[src/rtl/pc_sequencer_pkg.sv]
// Shared encodings for the fetch-side PC sequencer: FSM states, redirect types,
// next-PC select codes and sticky error bit positions.
package pc_sequencer_pkg;

    typedef enum logic [1:0] {
        ST_IDLE   = 2'd0,
        ST_RUN    = 2'd1,
        ST_BUBBLE = 2'd2,
        ST_HALTED = 2'd3
    } state_e;

    localparam logic [1:0] REDIR_ABS = 2'b01;
    localparam logic [1:0] REDIR_REL = 2'b10;

    localparam logic [1:0] SEL_SEQ = 2'b00;
    localparam logic [1:0] SEL_ABS = 2'b01;
    localparam logic [1:0] SEL_REL = 2'b10;

    localparam int ERR_TYPE  = 0;
    localparam int ERR_ALIGN = 1;

    function automatic logic redir_type_legal(input logic [1:0] t);
        return (t == REDIR_ABS) || (t == REDIR_REL);
    endfunction

endpackage

[src/rtl/pc_sequencer_next_pc_calc.sv]
// Combinational three-way next-PC adjust: sequential step, absolute target,
// or PC-relative branch (base + STEP + signed offset), all modulo 2^WIDTH.
module next_pc_calc
    import pc_sequencer_pkg::*;
#(
    parameter int WIDTH = 16,
    parameter int STEP  = 4
) (
    input  logic [WIDTH-1:0] pc,
    input  logic [WIDTH-1:0] base,
    input  logic [WIDTH-1:0] offset,
    input  logic [1:0]       sel,
    output logic [WIDTH-1:0] next_pc
);

    localparam logic [WIDTH-1:0] STEP_W = WIDTH'(STEP);

    always_comb begin
        next_pc = pc + STEP_W;
        case (sel)
            SEL_SEQ: next_pc = pc + STEP_W;
            SEL_ABS: next_pc = offset;
            // Two's-complement offset: plain modular addition handles negatives.
            SEL_REL: next_pc = base + STEP_W + offset;
            default: next_pc = pc + STEP_W;
        endcase
    end

endmodule

[src/rtl/pc_sequencer.sv]
// Owns the architectural PC and presents one fetch PC at a time over valid/ready;
// handles start-up, redirect flush bubbles, halt and sticky error flags.
module pc_sequencer
    import pc_sequencer_pkg::*;
#(
    parameter int              WIDTH     = 16,
    parameter logic [WIDTH-1:0] RESET_VEC = '0,
    parameter int              STEP      = 4
) (
    input  logic             clk,
    input  logic             rst,
    input  logic             start,
    input  logic             halt,
    output logic             fetch_valid,
    output logic [WIDTH-1:0] fetch_pc,
    input  logic             fetch_ready,
    input  logic             redir_valid,
    input  logic [1:0]       redir_type,
    input  logic [WIDTH-1:0] redir_target,
    input  logic [WIDTH-1:0] redir_pc,
    output logic             redir_ready,
    output logic             flush,
    output logic [15:0]      fetch_count,
    output logic [1:0]       err,
    output logic             halted,
    output logic [1:0]       dbg_state_o
);

    // Handshakes: a fetch transfer happens on a rising edge where
    // fetch_valid && fetch_ready; a redirect is consumed on an edge where
    // redir_valid && redir_ready. Neither valid may depend on its ready.

    state_e           state_q;
    logic             fetch_valid_q;
    logic [WIDTH-1:0] fetch_pc_q;
    logic             flush_q;
    logic [15:0]      count_q;
    logic [1:0]       err_q;
    logic             halted_q;
    logic             halt_pending_q;

    logic             xfer;
    logic             accept;
    logic             legal;
    logic [1:0]       sel;
    logic [WIDTH-1:0] calc_pc;
    logic [WIDTH-1:0] aligned_pc;
    logic             misaligned;

    assign redir_ready = (state_q == ST_RUN) || (state_q == ST_BUBBLE);
    assign xfer        = fetch_valid_q && fetch_ready;
    assign accept      = redir_valid && redir_ready;
    assign legal       = accept && redir_type_legal(redir_type);

    always_comb begin
        sel = SEL_SEQ;
        if (legal) sel = (redir_type == REDIR_ABS) ? SEL_ABS : SEL_REL;
    end

    next_pc_calc #(.WIDTH(WIDTH), .STEP(STEP)) u_calc (
        .pc      (fetch_pc_q),
        .base    (redir_pc),
        .offset  (redir_target),
        .sel     (sel),
        .next_pc (calc_pc)
    );

    assign misaligned = |calc_pc[1:0];
    assign aligned_pc = {calc_pc[WIDTH-1:2], 2'b00};

    always_ff @(posedge clk or posedge rst) begin
        if (rst) begin
            state_q        <= ST_IDLE;
            fetch_valid_q  <= 1'b0;
            fetch_pc_q     <= RESET_VEC;
            flush_q        <= 1'b0;
            count_q        <= '0;
            err_q          <= '0;
            halted_q       <= 1'b0;
            halt_pending_q <= 1'b0;
        end else begin
            case (state_q)
                ST_IDLE: begin
                    if (start) begin
                        state_q       <= ST_RUN;
                        fetch_valid_q <= 1'b1;
                    end
                end
                ST_RUN, ST_BUBBLE: begin
                    if (halt) halt_pending_q <= 1'b1;
                    if (xfer) count_q <= count_q + 16'd1;
                    if (accept && !legal) err_q[ERR_TYPE] <= 1'b1;
                    // A legal redirect beats both the sequential step and halt.
                    if (legal) begin
                        fetch_pc_q    <= aligned_pc;
                        if (misaligned) err_q[ERR_ALIGN] <= 1'b1;
                        state_q       <= ST_BUBBLE;
                        fetch_valid_q <= 1'b0;
                        flush_q       <= 1'b1;
                    end else if (state_q == ST_BUBBLE) begin
                        state_q       <= ST_RUN;
                        fetch_valid_q <= 1'b1;
                        flush_q       <= 1'b0;
                    end else if (xfer) begin
                        fetch_pc_q <= calc_pc;
                        if (halt_pending_q || halt) begin
                            state_q       <= ST_HALTED;
                            fetch_valid_q <= 1'b0;
                            halted_q      <= 1'b1;
                        end
                    end
                end
                ST_HALTED: begin
                end
                default: begin
                    state_q       <= ST_IDLE;
                    fetch_valid_q <= 1'b0;
                    flush_q       <= 1'b0;
                end
            endcase
        end
    end

    assign fetch_valid = fetch_valid_q;
    assign fetch_pc    = fetch_pc_q;
    assign flush       = flush_q;
    assign fetch_count = count_q;
    assign err         = err_q;
    assign halted      = halted_q;
    assign dbg_state_o = state_q;

endmodule

[config.mk]
export PLATFORM = sky130hd
export DESIGN_NAME = pc_sequencer
export DESIGN_NICKNAME = d
export VERILOG_FILES = /design/src/rtl/pc_sequencer_pkg.sv /design/src/rtl/pc_sequencer_next_pc_calc.sv /design/src/rtl/pc_sequencer.sv
export SDC_FILE = /design/constraint.sdc
export NUM_CORES = 1
export LEC_CHECK = 0
export CAP_MARGIN = 25
export CORE_ASPECT_RATIO = 2
export CORE_MARGIN = 1.5
export CORE_UTILIZATION = 50
export DETAILED_ROUTE_END_ITERATION = 8
export GPL_ROUTABILITY_DRIVEN = 0
export GPL_TIMING_DRIVEN = 1
export HOLD_SLACK_MARGIN = 0.06
export PLACE_DENSITY = 0.82
export SLEW_MARGIN = 20
export SYNTH_ARGS = -nofsm -noshare
export SYNTH_HDL_FRONTEND = slang
export SYNTH_SLANG_ARGS = --single-unit
[constraint.sdc]
create_clock -name clk -period 2.45 [get_ports clk]
set_clock_uncertainty 0.2 [all_clocks]
set_input_delay 0.49 -clock clk [delete_from_list [all_inputs] [get_ports clk]]
set_output_delay 0.49 -clock clk [all_outputs]
set_load 0.1 [all_outputs]
==> summary.md, run 1 <==
| Metric | Value |
|---|---|
| Outcome | complete, but fails checks |
| Violations in the final reports | negative setup slack |
| RSZ-0062 raised after global routing | true |
| Post-detailed-routing wire length | approximately 10000 microns |
| Static Leak | 2.198 nW |
| Worst Path Arrival | 2.66 ns |
| Core outline area | between 0.006 and 0.007 sq mm |
| Endpoint required time on the critical path | 2.44 ns |
| Worst setup path category | primary input to flip-flop |
| Boundary pin count | 80 |
| Post-route minimum period | between 2 and 3 ns |
| Critical register-to-register path startpoint | dbg_state_o[1] |
| Dominant delay contributor by cell family on the critical path | compound AO/OA/AOI/OAI gates |
| Minimum setup slack in the final design | -0.2185 ns |
| Achievable clock frequency | around 370 MHz |
| Biggest cell delay along the critical path | roughly 0.47 ns |
| Worst reg-to-reg path cell count | 9 |
| Crit path launch | redir_target[3] |
| Instance area after placement | about 0.0044 sq mm |
| Synth-to-Final Area Change | 62.84% |
| Layout cells sized above 1 | roughly 38% |
| Global-route wire length before repair | between 15000 and 20000 microns |
| Clock Latency Late Sink | ~0.29 ns |
| Final routed wire length divided by cell count | between 15 and 20 microns |
| Maximum number of pins on one net before global-route repair | 41 |
| Final Non-Filler Cells | approximately 560 |
| Post-route DRC | 0 |
| Slowest stage cell, crit path | sky130_fd_sc_hd__o311ai_0 |
| Remaining number of nets flagged by the antenna check after routing | 0 |
| Total clock buffers created by CTS | 5 |
| Design area | between 0.005 and 0.006 sq mm |
| Row cnt | 40 |
| Nets in the synthesized netlist | between 400 and 500 |
| Initial Util | between 50% and 60% |
| Setup slack, reg-to-reg | 0.08 ns |
| Number of flops mapped to enable cells by yosys | 0 |
| Clock sink count | 40 |
| Buffer type at the clock tree root | sky130_fd_sc_hd__clkbuf_16 |
| Clock transition at the registers of the reported paths | ~0.06 ns |
| Drt pass-1 iters | 4 |
| Worst min-delay path startpoint | halt_pending_q |
| Library cell with the largest summed area after synthesis | sky130_fd_sc_hd__dfrtp_1 |
| Worst min-delay path endpoint | halt_pending_q |
| FFs w/ async S/R, synth | 100.0% |
| Distinct cell type count of the synthesized netlist | 60 |
| Headroom to the max-slew limit | between 60% and 70% |
| Measured slew at the worst slew-check pin | 0.5457 ns |
| Global-route total usage across every layer | between 30% and 40% |
| Synthesis warning total | 0 |
| Total overflow reported by the global router | 0 |
| Count of vias placed by the detailed router | roughly 3400 |
| Largest fanout on the critical path | 4 |
| Iteration-0 DRC count of the detailed router | 218 |
| Synthesized flop and latch total | 40 |
| Mean instance size in the synthesized netlist | 8.765 sq um |
| I/O Buffers | 79 |
| Number of H-tree branching levels | 2 |
| Average vias per placed instance | between 6 and 7 |
| Maximum VDD drop | ~0.00063 V |
| Seq/Total Area, Yosys | 32.35% |
| Vias in the first global route | around 3500 |
| Endpoints failing setup | 7 |
| Classification of the worst-slack hold path | flip-flop to flip-flop |
| Final-stage net count | between 500 and 600 |
| Number of buffers on the longest clock path | 2 |
| Worst reg2reg path endpoint | fetch_pc[6] |
| Die outline width | approximately 59 microns |
| Fin Hold WS | approximately 0.27 ns |
| Launching element type of the critical path | primary input |
| ANT cells | 0 |
| CTS tree | built |
| Top-area cell type share of the netlist area | roughly 32% |
| Crit path buffers/inverters | 3 |
| Cell types with the largest area share after synthesis | sky130_fd_sc_hd__dfrtp_1, sky130_fd_sc_hd__ha_1, sky130_fd_sc_hd__xnor2_1 |
| CP Cell Sequence | clkdlybuf4s15_1 -> ha_4 -> ha_4 -> and2b_2 -> buf_4 -> buf_4 -> o311ai_0 -> o21ai_0 -> o21ai_0 |
| Power density over cell area | roughly 1000 mW/mm^2 |
| Share of the clock period used by the worst path | 108.9% |
| Most used flip-flop cell after synthesis | sky130_fd_sc_hd__dfrtp_1 |
| Hold Path Stages | 1 |
| Element type at the critical path end | flip-flop |
| Cell count after placement | around 550 |
| Max_cap viols | 0 |
| Fin. max-slew vios | 0 |
| Dpl hpwl | 6949 microns |
| Gate count after technology mapping | around 350 |
| Final hold violations | 0 |
| Cell Area, Synth | slightly above 0.003 sq mm |
| Die extent in y | between 100 and 150 microns |
| Area of the die | 0.006698 sq mm |
| Number of antenna violations at the first check in global routing | 0 |
[how the worst max path moves through the flow]
stage	to	slack (ns)	depth (start not counted)
3_3_place_gp	fetch_pc[13]	-0.69	11
5_1_grt	fetch_pc[7]	-0.26	11
6_report	fetch_pc[3]	-0.22	9
2_1_floorplan	fetch_count[13]	-0.21	8
4_1_cts	fetch_pc[13]	-0.02	11
3_5_place_dp	fetch_pc[13]	-0.78	11
[cells in the mapped netlist (4+ instances only)]
| cell | number |
|---|---|
| sky130_fd_sc_hd__nor2_1 | 32 |
| sky130_fd_sc_hd__inv_1 | 19 |
| sky130_fd_sc_hd__nor3_1 | 6 |
| sky130_fd_sc_hd__a21o_1 | 6 |
| sky130_fd_sc_hd__a211oi_1 | 4 |
| sky130_fd_sc_hd__clkbuf_1 | 4 |
| sky130_fd_sc_hd__nand3_1 | 18 |
| sky130_fd_sc_hd__nand2b_1 | 6 |
| sky130_fd_sc_hd__xnor2_1 | 18 |
| sky130_fd_sc_hd__ha_1 | 37 |
| sky130_fd_sc_hd__nand2_1 | 35 |
| sky130_fd_sc_hd__buf_2 | 4 |
| sky130_fd_sc_hd__dfrtp_1 | 40 |
| sky130_fd_sc_hd__o22ai_1 | 7 |
| sky130_fd_sc_hd__o21ai_0 | 24 |
| sky130_fd_sc_hd__a21oi_1 | 24 |
| sky130_fd_sc_hd__xor2_1 | 4 |
[power by group]
part           switching (mW)  leakage (nW)  total (mW)  internal (mW)
combinational            2.37          1.64        3.47           1.10
sequential              0.278         0.481        1.14          0.861
clock                   0.263        0.0766       0.664          0.401
[registers in the layout, summed over array words and instances (netlist names)]
name	flops
fetch_pc	16
halt_pending_q	1
fetch_valid	1
fetch_count	16
err	2
dbg_state_o	2
halted	1
flush	1
[worst reg2reg max path, cell delays in order, from the launching register on]
cell and delay (ns):
sky130_fd_sc_hd__dfrtp_4 0.51, sky130_fd_sc_hd__inv_4 0.09, sky130_fd_sc_hd__ha_4 0.25, sky130_fd_sc_hd__and3b_2 0.26
sky130_fd_sc_hd__and2_2 0.24, sky130_fd_sc_hd__buf_4 0.16, sky130_fd_sc_hd__nand2_1 0.06, sky130_fd_sc_hd__o31ai_1 0.11
sky130_fd_sc_hd__a31oi_1 0.23, sky130_fd_sc_hd__o22ai_1 0.12
[layout make-up]
type / count / area, sq um
Sequential cell: 40 / 1011
Tap cell: 63 / 78.83
Clock inverter: 2 / 10.01
Clock buffer: 6 / 138.9
Fill cell: 333 / 967.2
Multi-Input combinational cell: 285 / 2460
Inverter: 19 / 81.33
Timing Repair Buffer: 149 / 1259
[cells in the final DEF (no fill, tap or decap), types with 6 or more instances in the layout]
master / count
sky130_fd_sc_hd__nand2b_1: 6
sky130_fd_sc_hd__dlygate4sd2_1: 12
sky130_fd_sc_hd__ha_4: 29
sky130_fd_sc_hd__o21ai_1: 6
sky130_fd_sc_hd__nor2_1: 32
sky130_fd_sc_hd__inv_1: 13
sky130_fd_sc_hd__o22ai_1: 7
sky130_fd_sc_hd__clkdlybuf4s50_1: 14
sky130_fd_sc_hd__nand2_1: 35
sky130_fd_sc_hd__nand3_1: 18
sky130_fd_sc_hd__o21ai_0: 15
sky130_fd_sc_hd__ha_1: 8
sky130_fd_sc_hd__a21oi_1: 22
sky130_fd_sc_hd__buf_4: 105
sky130_fd_sc_hd__xnor2_1: 18
sky130_fd_sc_hd__dfrtp_1: 36
sky130_fd_sc_hd__a21o_1: 6
[through the flow]
step | power, mW | TNS (ns) | setup slack [ns] | util (%)
3_3_place_gp | 4.289 | -7.266 | -0.6944 | 73.44
3_5_place_dp | 4.355 | -8.124 | -0.7800 | 73.44
6_report | 5.275 | -0.7814 | -0.2185 | 83.90
4_1_cts | 5.146 | -0.02917 | -0.02409 | 81.65
5_1_grt | 5.502 | -1.041 | -0.2583 | 83.90
2_1_floorplan | 3.441 | -1.255 | -0.2088 | -
[kinds of logic after synthesis]
group                    count (synthesis)  share of synthesized area (%)
AO/OA/AOI/OAI                           99                          20.70
XOR/XNOR                                22                          6.227
adder cells (fa/ha/maj)                 38                          15.61
buffers and inverters                   28                          3.801
flip-flops                              40                          32.35
multiplexers                             2                         0.6470
AND/OR/NAND/NOR                        124                          20.66
[per-layer routing]
| layer | GRT usage (%) | share of wire [%] | wire [microns] |
|---|---|---|---|
| met1 | 31.43 | 35 | 3611 |
| met2 | 57.15 | 56 | 5782 |
| met3 | 2.938 | 4.5 | 464 |
| met4 | 15.15 | 4.8 | 496 |
| met5 | 0 | 0 | 0 |
[what timing repair did]
item                                    CTS  global route
hold endpoints to repair                  0             0
buffers inserted                          1             3
pin swaps                                34            13
endpoints found under the setup margin   13            11
resized for setup                        83            29
hold buffers                              0             0
Note: power is estimated with default switching activity, not from simulation.
==> inputs of run 2 (changes only) <==
--- a/config.mk
+++ b/config.mk
@@ -14,6 +14,7 @@
 export GPL_TIMING_DRIVEN = 1
 export HOLD_SLACK_MARGIN = 0.06
 export PLACE_DENSITY = 0.82
+export REMOVE_ABC_BUFFERS = 1
 export SLEW_MARGIN = 20
 export SYNTH_ARGS = -nofsm -noshare
 export SYNTH_HDL_FRONTEND = slang
==> summary.md, run 2 (synthesis results as in run 1) <==
| Metric | Value |
|---|---|
| Vias in the first global route | 3586 (+1.5%) |
| Commonest non-fill, non-tap cell in the layout | sky130_fd_sc_hd__buf_4 |
| Endpoint required time on the critical path | 2.40 ns (-0.04 ns) |
| Element type at the critical path end | flip-flop |
| Average vias per placed instance | 6.092 (about the same) |
| Buffer type at the clock tree root | sky130_fd_sc_hd__clkbuf_16 |
| Worst Path Arrival | 2.43 ns (-0.23 ns) |
| Clock sink count | 40 (unchanged) |
| Final Power | 5.218 mW (-1.1%) |
| Number of antenna violations at the first check in global routing | 0 (unchanged) |
| Most frequent cells in the layout | sky130_fd_sc_hd__buf_4, sky130_fd_sc_hd__dfrtp_1, sky130_fd_sc_hd__nand2_1 |
| Launching element type of the critical path | primary input |
| Final routed wire length divided by cell count | 18.58 microns (+1.2%) |
| Area of the die | 0.006698 sq mm (unchanged) |
| Share of the clock period used by the worst path | 101.1% (-7.8 points) |
| Headroom to the max-slew limit | 65.92% (+2.8 points) |
| Classification of the worst-slack hold path | flip-flop to flip-flop |
| Final-stage net count | 579 (+0.17%) |
| Post-route DRC | 0 (unchanged) |
| CTS tree | built |
| Setup slack, reg-to-reg | 0.17 ns (+0.09 ns) |
| Core outline area | 0.006006 sq mm (unchanged) |
| ANT cells | 0 (unchanged) |
| Max_cap viols | 0 (unchanged) |
| Final hold violations | 0 (unchanged) |
| Number of H-tree branching levels | 2 (unchanged) |
| Worst setup path category | primary input to flip-flop |
| Crit path buffers/inverters | 2 (-1) |
| Drt pass-1 iters | 6 (+2) |
| Cell count after placement | 549 (-0.54%) |
| Post-detailed-routing wire length | 10500 microns (+1.4%) |
| Die extent in y | 114.3 microns (unchanged) |
| Global-route wire length before repair | 16060 microns (+1.9%) |
| Clock transition at the registers of the reported paths | 0.06 ns (about the same) |
| Fin. max-slew vios | 0 (unchanged) |
| Count of vias placed by the detailed router | 3442 (+0.17%) |
| Maximum VDD drop | 0.0008829 V (+39%) |
| Layout cells sized above 1 | 37.65% (-0.27 points) |
| Violations in the final reports | negative setup slack |
| Power density over cell area | 1049 mW/mm^2 (+0.14%) |
| I/O Buffers | 79 (unchanged) |
| CP Cell Sequence | clkdlybuf4s50_1 -> ha_4 -> ha_4 -> buf_4 -> nand2_1 -> a21boi_1 -> o21ai_0 -> a32oi_2 -> xnor2_1 -> o221ai_1 |
| RSZ-0062 raised after global routing | true |
| Largest fanout on the critical path | 4 (unchanged) |
| Number of buffers on the longest clock path | 2 (unchanged) |
| Static Leak | 2.220 nW (+0.97%) |
| Initial Util | 51.52% (unchanged) |
| Iteration-0 DRC count of the detailed router | 153 (-30%) |
| Clock Latency Late Sink | 0.29 ns (about the same) |
| Post-route minimum period | 2.477 ns (-0.1913 ns) |
| Row cnt | 40 (unchanged) |
| Biggest cell delay along the critical path | 0.52 ns (+0.05 ns) |
| Dpl hpwl | 6948 microns (about the same) |
| Final Non-Filler Cells | 565 (+0.18%) |
| Synth-to-Final Area Change | 60.82% |
| Count of hold buffers inserted by post-cts repair | 0 (unchanged) |
| Die outline width | 58.63 microns (unchanged) |
| Maximum number of pins on one net before global-route repair | 41 (unchanged) |
| Dominant delay contributor by cell family on the critical path | buffers and inverters |
| Total clock buffers created by CTS | 5 (unchanged) |
| Boundary pin count | 80 (unchanged) |
| Slowest stage cell, crit path | sky130_fd_sc_hd__clkdlybuf4s50_1 |
| Outcome | complete, but fails checks |
| Remaining number of nets flagged by the antenna check after routing | 0 (unchanged) |
| Endpoints failing setup | 1 (-6) |
| Measured slew at the worst slew-check pin | 0.5112 ns (-0.03447 ns) |
| Minimum setup slack in the final design | -0.02713 ns (+0.1913 ns) |
| Global-route total usage across every layer | 30.68% (+0.47 points) |
| Total overflow reported by the global router | 0 (unchanged) |
| Critical Path Most Common Cell | sky130_fd_sc_hd__ha_4 |
| Achievable clock frequency | 403.7 MHz (+7.7%) |
[run 2: changes by cell type in the layout (fill, tap and decap cells not counted), sizes merged, moves of 2 or more]
cell           change
clkbuf             +2
dlymetal6s2s       +3
dlygate4sd2        -5
clkdlybuf4s50      +2
[run 2: worst paths after layout]
path / depth (start not counted) / startpoint / end
max: 10 / redir_pc[10] / fetch_pc[13]
min: 1 / halt_pending_q / halt_pending_q
max reg2reg: 8 / dbg_state_o[1] / fetch_count[12]
min reg2reg: 1 / halt_pending_q / halt_pending_q
max in group asynchronous: 3 / rst / fetch_pc[0]
min in group asynchronous: 3 / rst / fetch_pc[13]
[run 2: final cells by class]
type / count / area (sq um)
Fill cell: 336 / 1030
Inverter: 19 / 71.32
Sequential cell: 40 / 1001
Clock buffer: 5 / 125.1
Timing Repair Buffer: 150 / 1239
Tap cell: 63 / 78.83
Clock inverter: 3 / 18.77
Multi-Input combinational cell: 285 / 2442
[run 2: through the flow]
stage / hold slack, ns / setup TNS [ns] / utilization (%) / instance area, sq um / worst slack, ns
after floorplan: 0.2287 / -43.05 / - / 3048 / -1.491
after global placement: 0.2391 / -8.085 / 71.85 / 4315 / -0.7756
after detailed placement: 0.2528 / -8.880 / 71.85 / 4315 / -0.8297
after CTS: 0.2669 / -0.07275 / 79.60 / 4781 / -0.04494
after global routing: 0.2875 / -0.4119 / 82.85 / 4976 / -0.1204
final: 0.2687 / -0.02713 / 82.85 / 4976 / -0.02713
[run 2: worst register-to-register path: stages, from the launching register on]
cell and delay, ns:
sky130_fd_sc_hd__dfrtp_1 0.35, sky130_fd_sc_hd__inv_1 0.08, sky130_fd_sc_hd__ha_1 0.44, sky130_fd_sc_hd__and3_1 0.26, sky130_fd_sc_hd__nand4_1 0.18, sky130_fd_sc_hd__nor3_1 0.25, sky130_fd_sc_hd__buf_4 0.17, sky130_fd_sc_hd__nand3_1 0.09
sky130_fd_sc_hd__xnor2_1 0.14
[run 2: routing by layer]
| metal | wire, microns | vias to the layer above | GRT usage, % |
|---|---|---|---|
| met5 | 0 | - | 0 |
| met4 | 689 | 0 | 19.39 |
| met3 | 427 | 64 | 3.729 |
| met2 | 5795 | 148 | 56.70 |
| met1 | 3586 | 1653 | 30.84 |
| li1 | - | 1577 | - |
[run 2: report_power, final]
part           leakage, nW  total [mW]  switching (mW)  internal [mW]
registers            0.485        1.12           0.271          0.847
logic                 1.66        3.45            2.39           1.06
clock network       0.0736       0.646           0.270          0.375
total                 2.22        5.22            2.94           2.28
[run 2: what timing repair did]
action	in CTS	in global routing
resized for setup	80	38
setup endpoints to repair	13	13
setup buffers	3	5
pin swaps	31	20
==> inputs of run 3 (changes only) <==
--- a/config.mk
+++ b/config.mk
@@ -5,7 +5,7 @@
 export SDC_FILE = /design/constraint.sdc
 export NUM_CORES = 1
 export LEC_CHECK = 0
-export CAP_MARGIN = 25
+export CAP_MARGIN = 20
 export CORE_ASPECT_RATIO = 2
 export CORE_MARGIN = 1.5
 export CORE_UTILIZATION = 50
==> results of run 3 <==
No change in the layout: final DEF, timing and power equal those of run 2.
